===== src/rtl/mux4_scan_ctrl.sv =====
// ============================================================================
// Module   : mux4_scan_ctrl
// Brief    : Steps the select lines of a 4:1 mux through enabled channels,
//            holds each for SETTLE+1 cycles and captures Y per channel.
// Revision : 1.0 - initial release
// ============================================================================
`default_nettype none

module mux4_scan_ctrl #(
  parameter int SETTLE = 2
) (
  input  logic       CLK,
  input  logic       RST,
  input  logic       START,
  input  logic [3:0] MASK,
  input  logic       Y,
  output logic       S0,
  output logic       S1,
  output logic [3:0] SAMPLE,
  output logic       BUSY,
  output logic       DONE
);

  localparam logic [3:0] C_SETTLE = 4'(SETTLE);

  typedef enum logic [1:0] {
    ST_IDLE = 2'd0,
    ST_WAIT = 2'd1,
    ST_FIN  = 2'd2
  } state_t;

  state_t     r_state;
  logic [3:0] r_mask;
  logic [1:0] r_ch;
  logic [1:0] r_sel;
  logic [3:0] r_cnt;
  logic [3:0] r_sample;
  logic       r_busy;
  logic       r_done;

  logic [1:0] w_first;
  logic [1:0] w_next;
  logic       w_has_next;

  // Descending loops so the lowest qualifying bit is the one left standing.
  always_comb begin
    w_first = 2'd0;
    for (int i = 3; i >= 0; i--) begin
      if (MASK[i]) w_first = 2'(i);
    end
  end

  always_comb begin
    w_next     = 2'd0;
    w_has_next = 1'b0;
    for (int i = 3; i >= 0; i--) begin
      if (r_mask[i] && (i > int'(r_ch))) begin
        w_next     = 2'(i);
        w_has_next = 1'b1;
      end
    end
  end

  always_ff @(posedge CLK) begin
    if (RST) begin
      r_state  <= ST_IDLE;
      r_mask   <= 4'b0000;
      r_ch     <= 2'd0;
      r_sel    <= 2'd0;
      r_cnt    <= 4'd0;
      r_sample <= 4'b0000;
      r_busy   <= 1'b0;
      r_done   <= 1'b0;
    end else begin
      r_done <= 1'b0;
      case (r_state)
        ST_IDLE: begin
          if (START) begin
            r_sample <= 4'b0000;
            if (MASK != 4'b0000) begin
              r_mask  <= MASK;
              r_ch    <= w_first;
              r_sel   <= w_first;
              r_cnt   <= C_SETTLE;
              r_busy  <= 1'b1;
              r_state <= ST_WAIT;
            end else begin
              r_done  <= 1'b1;
              r_state <= ST_FIN;
            end
          end
        end
        ST_WAIT: begin
          if (r_cnt != 4'd0) begin
            r_cnt <= r_cnt - 4'd1;
          end else begin
            r_sample[r_ch] <= Y;
            if (w_has_next) begin
              r_ch  <= w_next;
              r_sel <= w_next;
              r_cnt <= C_SETTLE;
            end else begin
              r_sel   <= 2'd0;
              r_busy  <= 1'b0;
              r_done  <= 1'b1;
              r_state <= ST_FIN;
            end
          end
        end
        ST_FIN: begin
          r_state <= ST_IDLE;
        end
        default: begin
          r_state <= ST_IDLE;
        end
      endcase
    end
  end

  assign S0     = r_sel[0];
  assign S1     = r_sel[1];
  assign SAMPLE = r_sample;
  assign BUSY   = r_busy;
  assign DONE   = r_done;

endmodule

`default_nettype wire


===== config.mk =====
export PLATFORM = sky130hd
export DESIGN_NAME = mux4_scan_ctrl
export DESIGN_NICKNAME = d
export VERILOG_FILES = /design/src/rtl/mux4_scan_ctrl.sv
export SDC_FILE = /design/constraint.sdc
export NUM_CORES = 1
export LEC_CHECK = 0
export BUFFER_PORTS_ARGS = -buffer_cell sky130_fd_sc_hd__buf_2
export CAP_MARGIN = 20
export CORE_AREA = 2 2 56 48
export DETAILED_ROUTE_END_ITERATION = 8
export DIE_AREA = 0 0 58 50
export PLACE_DENSITY = 0.66
export SLEW_MARGIN = 20
export SYNTH_ARGS = -nofsm -noshare
export SYNTH_HDL_FRONTEND = slang
export SYNTH_SLANG_ARGS = --single-unit

===== constraint.sdc =====
create_clock -name CLK -period 1.65 [get_ports CLK]
set_input_delay 0.0825 -clock CLK [delete_from_list [all_inputs] [get_ports CLK]]
set_output_delay 0.0825 -clock CLK [all_outputs]
set_load 0.01 [all_outputs]

# Word-level counts from Yosys, hierarchy flattened
# Index checks and enable logic that the tools add are counted.
# word_totals
regBits,20
in_bits,8
output_inout_bits,8
wordCells,80
# op_classes
n_addsub,1
order_cmp,5
n_eq_ne,7
n_mux,44
reduce_logical,15
# op_table
operator,n
$mux W2,17
$mux W4,6
$pmux W4 S2,2
$mux W1,12
$pmux W2 S2,3
$ne A2 B2 Y1 const B,5
$reduce_and A5 Y1,2
$reduce_and A3 Y1,3
$reduce_and A4 Y1,2
$reduce_bool A4 Y1,2
$bwmux W4,1
$gt A2 B2 Y1 const A,2
$logic_and A1 B1 Y1,4
$pmux W1 S2,2
$sub A4 B1 Y4 const B,1
$lt A2 B3 Y1 const B,1
$ne A3 B3 Y1 const B,1
$demux W1 S2,1
$eq A2 B1 Y1 const B,1
$ge A2 B1 Y1 const B,1
$gt A1 B2 Y1 const A,1
$logic_not A2 Y1,1
$reduce_bool A2 Y1,1

# Depth between registers and ports, before layout
# Gate-level depths: netlist (run 1).
# depth
word_depth,8
mapped_depth,7
depth_no_buf,7

# Least setup slack after synthesis (run 1)
# OpenSTA, ideal clock, no wires.
# synth_path
path_kind,register -> register
start,register r_state[1]
end,register r_ch[0]
setup_time_ns,0.132
arrival_ns,1.382
required_time_ns,1.518
path_slack_ns,0.136
stages_incl_launch_ff,7
path_buffers,1
synth_period_minus_slack_ns,1.514
cell_sequence,dfxtp_1 -> buf_6 -> or3b_4 -> o22ai_4 -> a21boi_4 -> nand2b_1 -> a21oi_1
# synth_via
elab_chain_len,3
word_cells_on_any_way,9
cone_classes,eq/ne (5); mux (1); reduce/logical (3)
# synth_rtl
item,line_no,source
from (decl),32,state_t r_state;
from (signal assigned),66,r_state <= ST_IDLE;
from (signal assigned),86,r_state <= ST_WAIT;
from (signal assigned),89,r_state <= ST_FIN;
$eq A2 B1 Y1 / $logic_not A2 Y1 (equally long branches),76,case (r_state)
$ne A2 B2 Y1 (no line) / $reduce_bool A2 Y1 (equally long branches),--,
$reduce_and A5 Y1 (no line),--,
to (signal assigned),82,r_ch <= w_first;
to (signal assigned),99,r_ch <= w_next;
to (decl),34,logic [1:0] r_ch;
# Several ways; a longest one is shown, not always the timed one.
# A chain may end at the register's enable or synchronous reset.

# Final worst setup path (run 1)
# layout_path
start,register r_cnt[1]
end,register r_cnt[0]
# layout_via
elab_chain_len,3
word_cells_on_any_way,5
cone_classes,eq/ne (1); mux (2); reduce/logical (2)
# layout_rtl
item,line_no,source
from (decl),36,logic [3:0] r_cnt;
from (signal assigned),95,r_cnt <= r_cnt - 4'd1;
$reduce_bool A4 Y1 (*),94,if (r_cnt != 4'd0) begin
$ne A3 B3 Y1 (no line) / $mux W4 (equally long branches),--,
$reduce_and A4 Y1 (no line) / $pmux W4 S2 (equally long branches),--,
# Every way passes the cells marked *; elsewhere a longest branch is shown, timed or not.

==> impl_metrics.env, run 1 <==
export IMPL_yosysWarnings=0
export IMPL_num_rows=16
export IMPL_cts_buffers=3
export IMPL_wl_mm=2.04
export IMPL_path_cells="inv_2 > ha_4 > nand4bb_4 > a21o_1 > o21a_1 > xnor2_1 > nor3_1"
export IMPL_crit_start="r_cnt[1]$_SDFFE_PP0P_"
export IMPL_ios=16
export IMPL_path_clk_slew_ps=120
export IMPL_drtAntennaViolNets=0
export IMPL_postSynthRegisterBits=19
export IMPL_post_dp_cell_area_sq_um=1100
export IMPL_whs_ps=99.2
export IMPL_critPathRequiredTime_ps=1880
export IMPL_nFillCells=229
export IMPL_syn_nets=123
export IMPL_rsz0062_at_grt="yes"
export IMPL_max_freq_ghz=0.654
export IMPL_netlist_instances=113
export IMPL_total_power_uw=1340
export IMPL_finalSetupTns_ps=0
export IMPL_clock_latency_ps=320
export IMPL_viasPerCell=5.33
export IMPL_hold_class="in2reg"
export IMPL_routabilityCongestion=0.787
export IMPL_synth_area_per_cell_sq_um=8.85
export IMPL_route_detailed_wl_per_inst_microns=12.8
export IMPL_r2r_end="r_cnt[0]$_SDFFE_PP0P_"
export IMPL_cp_max_fo=4
export IMPL_end_kind="flop"
export IMPL_synthesis_area_sq_um=1000
export IMPL_layout_commonest_cell="dfxtp_1"
export IMPL_antenna_found_initial=0
export IMPL_power_leakage_uw=0.000471
export IMPL_io_buffer_count=15
export IMPL_root_buffer="clkbuf_4"
export IMPL_drive_gt1_share_pct=27.3
export IMPL_fin_area_sq_um=1170
export IMPL_syn_to_final_growth_pct=17.4
export IMPL_htree_num_levels=1
export IMPL_die_h_microns=50
export IMPL_die_width_microns=58
export IMPL_cts_tree="yes"
export IMPL_layout_common_cells="dfxtp_1 (17), buf_2 (15), nand2_1 (12)"
export IMPL_n_antenna_cell=0
export IMPL_grt_max_degree=20
export IMPL_reg2regPathDepth=7
export IMPL_first_pass_iters=4
export IMPL_cpPeakStageDelay_ps=350
export IMPL_grt_overflow=0
export IMPL_track_usage_pct=16.3
export IMPL_seq_area_frac_synth_pct=38.0
export IMPL_slew_headroom_pct=73.3
export IMPL_dp_cells=154
export IMPL_stdcell_count=159
export IMPL_min_delay_start="Y"
export IMPL_worst_slew_pin_slew_ps=398
export IMPL_finalHoldViolCount=0
export IMPL_num_vias=848
export IMPL_drt_iter0_markers=22
export IMPL_min_to="SAMPLE[0]$_SDFFE_PP0P_"
export IMPL_hold_depth=3
export IMPL_setup_viol=0
export IMPL_remaining_drc_errors=0
export IMPL_die_area_sq_um=2900
export IMPL_clock_path_buffers=2
export IMPL_maxSlewViolCount=0
export IMPL_clock_sinks=19
export IMPL_start_util_pct=43.0
export IMPL_ir_worst_vdd_mv=0.647
export IMPL_min_period_ps=1530
export IMPL_fin_nets=143
export IMPL_min_period_over_period_pct=92.7
export IMPL_critPathLaunchType="flop"
export IMPL_multi_input_area_sq_um=606
export IMPL_r2r_start="r_cnt[1]$_SDFFE_PP0P_"
export IMPL_grt_pass1_wl_mm=3.55
export IMPL_worst_endpoint_arrival_ps=1760
export IMPL_max_cap_violations=0
export IMPL_ys_types=34
export IMPL_worstSetupPathType="reg2reg"
export IMPL_skew_ps=13.4
export IMPL_grt_pass1_vias=798
export IMPL_outcome="completed"
export IMPL_crit_slowest_cell="dfxtp_2"
export IMPL_regArea_sq_um=383
export IMPL_r2r_slack_ps=120
export IMPL_hpwl_mm=1.52
export IMPL_coreArea_sq_um=2320
export IMPL_power_density_nw_per_um2=1140
==> power breakdown <==
part	internal [uW]	switching (uW)	total, uW	leakage (uW)
Combinational	238	263	501	0.000297
Sequential	526	63.0	589	0.000156
Clock	90.9	159	250	0.0000177
==> what timing repair did <==
| item | CTS | global route |
|---|---|---|
| setup endpoints to repair | 0 | 7 |
| buffers inserted | 0 | 1 |
| gates resized for setup | 0 | 8 |
| hold buffers | 0 | 0 |
==> worst max path at each step <==
stage	end	depth (start not counted)
after floorplan	r_ch[0]$_SDFFE_PP0P_	6
after global placement	SAMPLE[2]$_SDFFE_PP0P_	7
after detailed placement	SAMPLE[2]$_SDFFE_PP0P_	7
after CTS	r_cnt[0]$_SDFFE_PP0P_	7
after global routing	r_cnt[0]$_SDFFE_PP0P_	7
final	r_cnt[0]$_SDFFE_PP0P_	7
==> layout make-up <==
type / count / area share (%)
multi-input combinational: 84 / 51.6
clock buffer: 3 / 1.92
sequential: 19 / 32.6
inverter: 7 / 2.24
timing repair buffer: 18 / 8.32
clock inverter: 1 / 0.426
tap: 27 / 2.88
==> routing by layer <==
layer	part of all wire (%)	wire length [microns]	vias to the layer above	global-route usage, %
li1	-	-	440	-
met1	47	953	392	20.5
met2	47	963	12	25.0
met3	3.8	78	4	5.77
met4	2.1	42	0	6.98
met5	0	0	-	0
==> kinds of logic (layout without fill, tap and decap cells) <==
group	Yosys count	count (layout)	share of synthesized area (%)
compound gates	31	31	24.5
xor+xnor	3	3	2.63
fa+ha+maj	2	2	2.50
buf+inv	10	29	4.51
flops	19	19	38.0
mux	4	4	4.13
simple gates	44	44	23.7
==> state kept, by name, summed over array words and instances (netlist names) <==
register  count
DONE          1
r_sel         2
r_ch          2
r_mask        3
r_state       2
r_cnt         4
SAMPLE        4
BUSY          1
==> per-stage QoR <==
| step | utilization (%) | worst slack [ps] |
|---|---|---|
| floorplan | - | 136 |
| global placement | 47.6 | 106 |
| detailed placement | 47.6 | 67.7 |
| CTS | 48.8 | 47.0 |
| global route | 50.5 | -18.0 |
| finish | 50.5 | 121 |
==> critical path, delay by kind of cell (launching register included) <==
kind	cells	cell delay (ps)
buffers and inverters	1	80
xor gates and xnor gates	1	130
AOI/OAI and AO/OA	2	430
and+or+nand+nor	2	330
DFF	1	350
adders and majority gates	1	140
==> synth_stat cells <==
library cell / number / area (sq um)
dfxtp_1: 19 / 380
nand2_1: 12 / 45.0
nor2_1: 11 / 41.3
a21oi_1: 8 / 40.0
inv_1: 7 / 26.3
nor3_1: 6 / 30.0
nand2b_1: 5 / 31.3
o211ai_1: 4 / 30.0
a22oi_1: 3 / 22.5
mux2i_1: 3 / 30.0
nand3_1: 3 / 15.0
a211oi_1: 2 / 15.0
a21o_1: 2 / 15.0
a311oi_1: 2 / 17.5
ha_1: 2 / 25.0
nor2b_1: 2 / 12.5
o21a_1: 2 / 15.0
o21ai_0: 2 / 10.0
or2_1: 2 / 12.5
xor2_1: 2 / 17.5
a21boi_4: 1 / 18.8
a21oi_2: 1 / 8.76
a221oi_2: 1 / 15.0
a2bb2oi_1: 1 / 8.76
buf_1: 1 / 3.75
buf_6: 1 / 11.3
clkbuf_1: 1 / 3.75
mux2_2: 1 / 11.3
nand4bb_2: 1 / 16.3
nor4_4: 1 / 21.3
o21ai_2: 1 / 8.76
o22ai_4: 1 / 20.0
or3b_4: 1 / 11.3
xnor2_1: 1 / 8.76
No activity file was read; power rests on OpenSTA's default activity.
==> inputs of run 2 (changes only) <==
CTS_CLUSTER_DIAMETER = 80   (was not set)
PLACE_DENSITY = 0.63   (was 0.66)
==> impl_metrics.env, run 2 (synthesis results as in run 1) <==
export IMPL_outcome="completed"
export IMPL_slew_headroom_pct=72.3
export IMPL_multi_input_area_sq_um=606
export IMPL_use_met1_pct=21.5
export IMPL_regArea_sq_um=383
export IMPL_min_period_over_period_pct=91.6
export IMPL_max_freq_ghz=0.662
export IMPL_io_buffer_count=15
export IMPL_max_cap_violations=0
export IMPL_min_period_ps=1510
export IMPL_path_clk_slew_ps=110
export IMPL_viasPerCell=5.50
export IMPL_hold_buffers=0
export IMPL_drt_iter0_markers=22
export IMPL_grt_max_degree=20
export IMPL_crit_slowest_cell="dfxtp_2"
export IMPL_track_usage_pct=16.5
export IMPL_hpwl_mm=1.63
export IMPL_final_core_util_pct=50.8
export IMPL_critPathLaunchType="flop"
export IMPL_die_width_microns=58
export IMPL_use_met3_pct=4.72
export IMPL_first_pass_iters=4
export IMPL_worst_slew_pin_slew_ps=412
export IMPL_num_rows=16
export IMPL_cts_buffers=3
export IMPL_wl_mm=2.11
export IMPL_power_frac_comb_pct=38.7
export IMPL_die_h_microns=50
export IMPL_start_util_pct=43.0
export IMPL_busiest_layer="met2"
export IMPL_syn_to_final_growth_pct=18.0
export IMPL_sw_frac_of_total_pct=35.4
export IMPL_grt_pass1_wl_mm=3.68
export IMPL_nFillCells=228
export IMPL_root_buffer="clkbuf_4"
export IMPL_p_int_uw=865
export IMPL_power_frac_clock_pct=17.6
export IMPL_whs_ps=117
export IMPL_route_detailed_wl_per_inst_microns=13.2
export IMPL_power_leakage_uw=0.000473
export IMPL_layout_common_cells="dfxtp_1 (17), buf_2 (15), nand2_1 (12)"
export IMPL_finalHoldViolCount=0
export IMPL_critPathTopFamily="compound AO/OA/AOI/OAI gates"
export IMPL_hold_class="in2reg"
export IMPL_n_antenna_cell=0
export IMPL_cp_num_buf_inv=1
export IMPL_layout_commonest_cell="dfxtp_1"
export IMPL_remaining_drc_errors=0
export IMPL_routabilityCongestion=0.835
export IMPL_critPathRequiredTime_ps=1860
export IMPL_worstSetupPathType="reg2reg"
export IMPL_clock_path_buffers=2
export IMPL_cp_max_fo=4
export IMPL_clock_sinks=19
export IMPL_die_area_sq_um=2900
export IMPL_stdcell_count=160
export IMPL_finalSetupTns_ps=0
export IMPL_worst_endpoint_arrival_ps=1720
export IMPL_power_density_nw_per_um2=1140
export IMPL_fin_nets=144
export IMPL_use_met2_pct=27.5
export IMPL_ios=16
export IMPL_ir_worst_vdd_mv=0.861
export IMPL_antenna_found_initial=0
export IMPL_cpPeakStageDelay_ps=350
export IMPL_path_cells="inv_2 > ha_4 > nand4bb_4 > a21o_1 > o21a_1 > a311oi_1"
export IMPL_coreArea_sq_um=2320
export IMPL_end_kind="flop"
export IMPL_setup_viol=0
export IMPL_dp_cells=155
export IMPL_htree_num_levels=1
export IMPL_drive_gt1_share_pct=27.1
export IMPL_maxSlewViolCount=0
export IMPL_skew_ps=4.61
export IMPL_num_vias=880
export IMPL_drtAntennaViolNets=0
export IMPL_p_sw_uw=475
export IMPL_grt_overflow=0
export IMPL_seqPwrFrac_pct=43.7
export IMPL_grt_pass1_vias=827
export IMPL_cts_tree="yes"
export IMPL_clock_latency_ps=300
## run 2: layer usage
layer | routed length, microns | share of wire, %
met5 | 0 | 0
met4 | 12 | 0.57
met1 | 973 | 46
met3 | 104 | 4.9
met2 | 1020 | 48
## run 2: final timing paths
kind	slack, ps	from	cells past startpoint	endpoint
hold / removal	120	Y	3	SAMPLE[3]$_SDFFE_PP0P_
hold reg to reg	470	BUSY$_SDFFE_PP0P_	2	BUSY$_SDFFE_PP0P_
setup reg to reg	140	r_cnt[1]$_SDFFE_PP0P_	6	r_cnt[1]$_SDFFE_PP0P_
setup / recovery	140	r_cnt[1]$_SDFFE_PP0P_	6	r_cnt[1]$_SDFFE_PP0P_
## run 2: tightest hold or removal path, delay by kind of cell
family	cells	cell delay, ps
buffers and inverters	1	120
muxes	1	120
and+or+nand+nor	1	50
## run 2: timing repair
action                     4_1_cts  5_1_grt
gates resized for setup          0        8
buffers inserted                 0        1
setup endpoints to repair        0       12
## run 2: power by group through the flow
stage	clock network [uW]	registers (uW)	logic, uW
2_1_floorplan	0	586	351
3_5_place_dp	0	590	472
6_report	236	586	518
3_3_place_gp	0	587	461
5_1_grt	260	596	583
4_1_cts	240	579	475
## run 2: cell type report
type / instances / area share (%)
Multi-Input combinational cell: 84 / 51.3
Sequential cell: 19 / 32.4
Timing Repair Buffer: 19 / 8.91
Tap cell: 27 / 2.86
Clock buffer: 4 / 2.23
Inverter: 7 / 2.23
## run 2: stage by stage
stage,power [uW],instance area (sq um),setup slack [ps]
CTS,1290,1140,18.2
global route,1440,1180,-8.04
floorplan,937,1000,136
finish,1340,1180,139
global placement,1050,1110,93.6
detailed placement,1060,1110,46.9
==> inputs of run 3 (changes only) <==
ABC_AREA = 1   (was not set)
CORE_AREA = 2 2 57 48   (was 2 2 56 48)
DIE_AREA = 0 0 59 50   (was 0 0 58 50)
==> impl_metrics.env, run 3 <==
export IMPL_syn_to_final_growth_pct=12.9
export IMPL_yosysTopAreaCell="dfxtp_1"
export IMPL_whs_ps=34.8
export IMPL_post_cts_resized=0
export IMPL_drtAntennaViolNets=0
export IMPL_layout_commonest_cell="nand2_1"
export IMPL_path_clk_slew_ps=110
export IMPL_viasPerCell=5.07
export IMPL_ys_types=27
export IMPL_postCtsSetupBuffers=0
export IMPL_p_sw_uw=554
export IMPL_htree_num_levels=1
export IMPL_cts_buffers=3
export IMPL_critPathRequiredTime_ps=1860
export IMPL_worst_slew_pin_slew_ps=311
export IMPL_cts_tree="yes"
export IMPL_root_buffer="clkbuf_4"
export IMPL_final_core_util_pct=49.3
export IMPL_dp_cells=183
export IMPL_slew_headroom_pct=79.1
export IMPL_worst_slack_ps=218
export IMPL_rsz0062_at_grt="no"
export IMPL_ios=16
export IMPL_synth_area_per_cell_sq_um=7.26
export IMPL_num_vias=949
export IMPL_drive_gt1_share_pct=23.8
export IMPL_grt_pass1_vias=834
export IMPL_max_freq_ghz=0.698
export IMPL_setup_viol=0
export IMPL_sw_frac_of_total_pct=40.6
export IMPL_hold_buffers=0
export IMPL_power_frac_clock_pct=17.6
export IMPL_num_rows=16
export IMPL_die_width_microns=59
export IMPL_finalHoldViolCount=0
export IMPL_yosysWarnings=0
export IMPL_power_frac_comb_pct=40.6
export IMPL_min_period_ps=1430
export IMPL_end_kind="flop"
export IMPL_die_h_microns=50
export IMPL_seq_area_frac_synth_pct=36.9
export IMPL_first_pass_iters=4
export IMPL_worst_endpoint_arrival_ps=1640
export IMPL_fin_nets=171
export IMPL_route_detailed_wl_per_inst_microns=11.7
export IMPL_grt_overflow=0
export IMPL_layout_common_cells="nand2_1 (28), nor2_1 (25), dfxtp_1 (19)"
export IMPL_synthesis_area_sq_um=1030
export IMPL_postSynthRegisterBits=19
export IMPL_outcome="completed"
export IMPL_ir_worst_vdd_mv=0.603
export IMPL_maxSlewViolCount=0
export IMPL_n_antenna_cell=0
export IMPL_synth_common_cells="nand2_1 (28), nor2_1 (25), dfxtp_1 (19)"
export IMPL_routabilityCongestion=0.863
export IMPL_hpwl_mm=1.72
export IMPL_grt_max_degree=14
export IMPL_netlist_area_leader_share_pct=36.9
export IMPL_min_period_over_period_pct=86.8
export IMPL_busiest_layer="met2"
export IMPL_use_met3_pct=5.51
export IMPL_power_density_nw_per_um2=1170
export IMPL_track_usage_pct=16.6
export IMPL_hold_class="in2reg"
export IMPL_p_int_uw=809
export IMPL_finalSetupTns_ps=0
export IMPL_worstSetupPathType="reg2reg"
export IMPL_syn_nets=152
export IMPL_wl_mm=2.19
export IMPL_grt_pass1_wl_mm=3.68
export IMPL_power_leakage_uw=0.000566
export IMPL_netlist_top_cells_area="dfxtp_1 (37%), nand2_1 (10%), nor2_1 (9.1%)"
export IMPL_start_util_pct=43.6
export IMPL_place_ws_ps=259
export IMPL_skew_ps=2.87
export IMPL_critPathLaunchType="flop"
export IMPL_use_met2_pct=24.8
export IMPL_clock_latency_ps=300
export IMPL_drt_iter0_markers=35
export IMPL_yosysMostFrequentCell="nand2_1"
export IMPL_cp_max_fo=9
export IMPL_antenna_found_initial=0
export IMPL_synth_edf_count=0
export IMPL_ys_flop_type="dfxtp_1"
export IMPL_stdcell_count=187
export IMPL_use_met1_pct=22.8
export IMPL_remaining_drc_errors=0
export IMPL_clock_sinks=19
export IMPL_max_cap_violations=0
export IMPL_synthArstFlopShare_pct=0
export IMPL_seqPwrFrac_pct=41.8
export IMPL_coreArea_sq_um=2360
export IMPL_die_area_sq_um=2950
export IMPL_netlist_instances=142
export IMPL_clock_path_buffers=2
export IMPL_io_buffer_count=15
run 3: final timing paths:
kind | start | slack (ps) | to | cells after the start
max | r_cnt[0]$_SDFFE_PP0P_ | 220 | SAMPLE[3]$_SDFFE_PP0P_ | 8
min reg2reg | r_sel[1]$_SDFFE_PP0P_ | 470 | r_sel[1]$_SDFFE_PP0P_ | 2
max reg2reg | r_cnt[0]$_SDFFE_PP0P_ | 220 | SAMPLE[3]$_SDFFE_PP0P_ | 8
min | MASK[1] | 30 | r_mask[1]$_SDFFE_PP0P_ | 3
run 3: layout make-up:
| class | count | area, sq um |
|---|---|---|
| Multi-Input combinational cell | 104 | 578 |
| Clock buffer | 3 | 22.5 |
| Sequential cell | 19 | 380 |
| Clock inverter | 1 | 5.00 |
| Inverter | 18 | 68.8 |
| Tap cell | 27 | 33.8 |
| Timing Repair Buffer | 15 | 75.1 |
| Fill cell | 241 | 1200 |
run 3: kinds of logic (layout without fill, tap and decap cells):
| group | Yosys count | count (layout) | synth area share, % |
|---|---|---|---|
| and+or+nand+nor | 78 | 78 | 39.2 |
| AOI/OAI and AO/OA | 23 | 23 | 13.6 |
| DFF | 19 | 19 | 36.9 |
| buffers and inverters | 19 | 37 | 7.04 |
| adders and majority gates | 2 | 2 | 2.43 |
| xor gates and xnor gates | 1 | 1 | 0.850 |
run 3: metal layers:
metal / routed length, microns / vias up / share of wire [%]
met5: 0 / - / 0
met2: 965 / 20 / 44
met4: 12 / 0 / 0.55
met3: 114 / 2 / 5.2
met1: 1100 / 432 / 50
li1: - / 495 / -
run 3: power by group through the flow:
| stage | clock network [uW] | logic, uW | registers, uW |
|---|---|---|---|
| 6_report | 240 | 553 | 570 |
| 5_1_grt | 269 | 629 | 579 |
| 4_1_cts | 251 | 557 | 570 |
| 3_5_place_dp | 0 | 551 | 581 |
| 3_3_place_gp | 0 | 538 | 580 |
| 2_1_floorplan | 0 | 431 | 583 |
run 3: through the flow:
step                      total power, uW  instance area [sq um]
final                                1360                   1160
after global routing                 1480                   1160
after CTS                            1380                   1160
after detailed placement             1130                   1140
after global placement               1120                   1140
after floorplan                      1010                   1030
run 3: worst max-delay path, stage by stage (launching register included):
cell and delay (ps):
dfxtp_1 330, inv_1 150, ha_1 190, nand3_2 110, nand2_4 160, nand2_2 100, nor2_1 90, nand2_1 50
and3_1 150
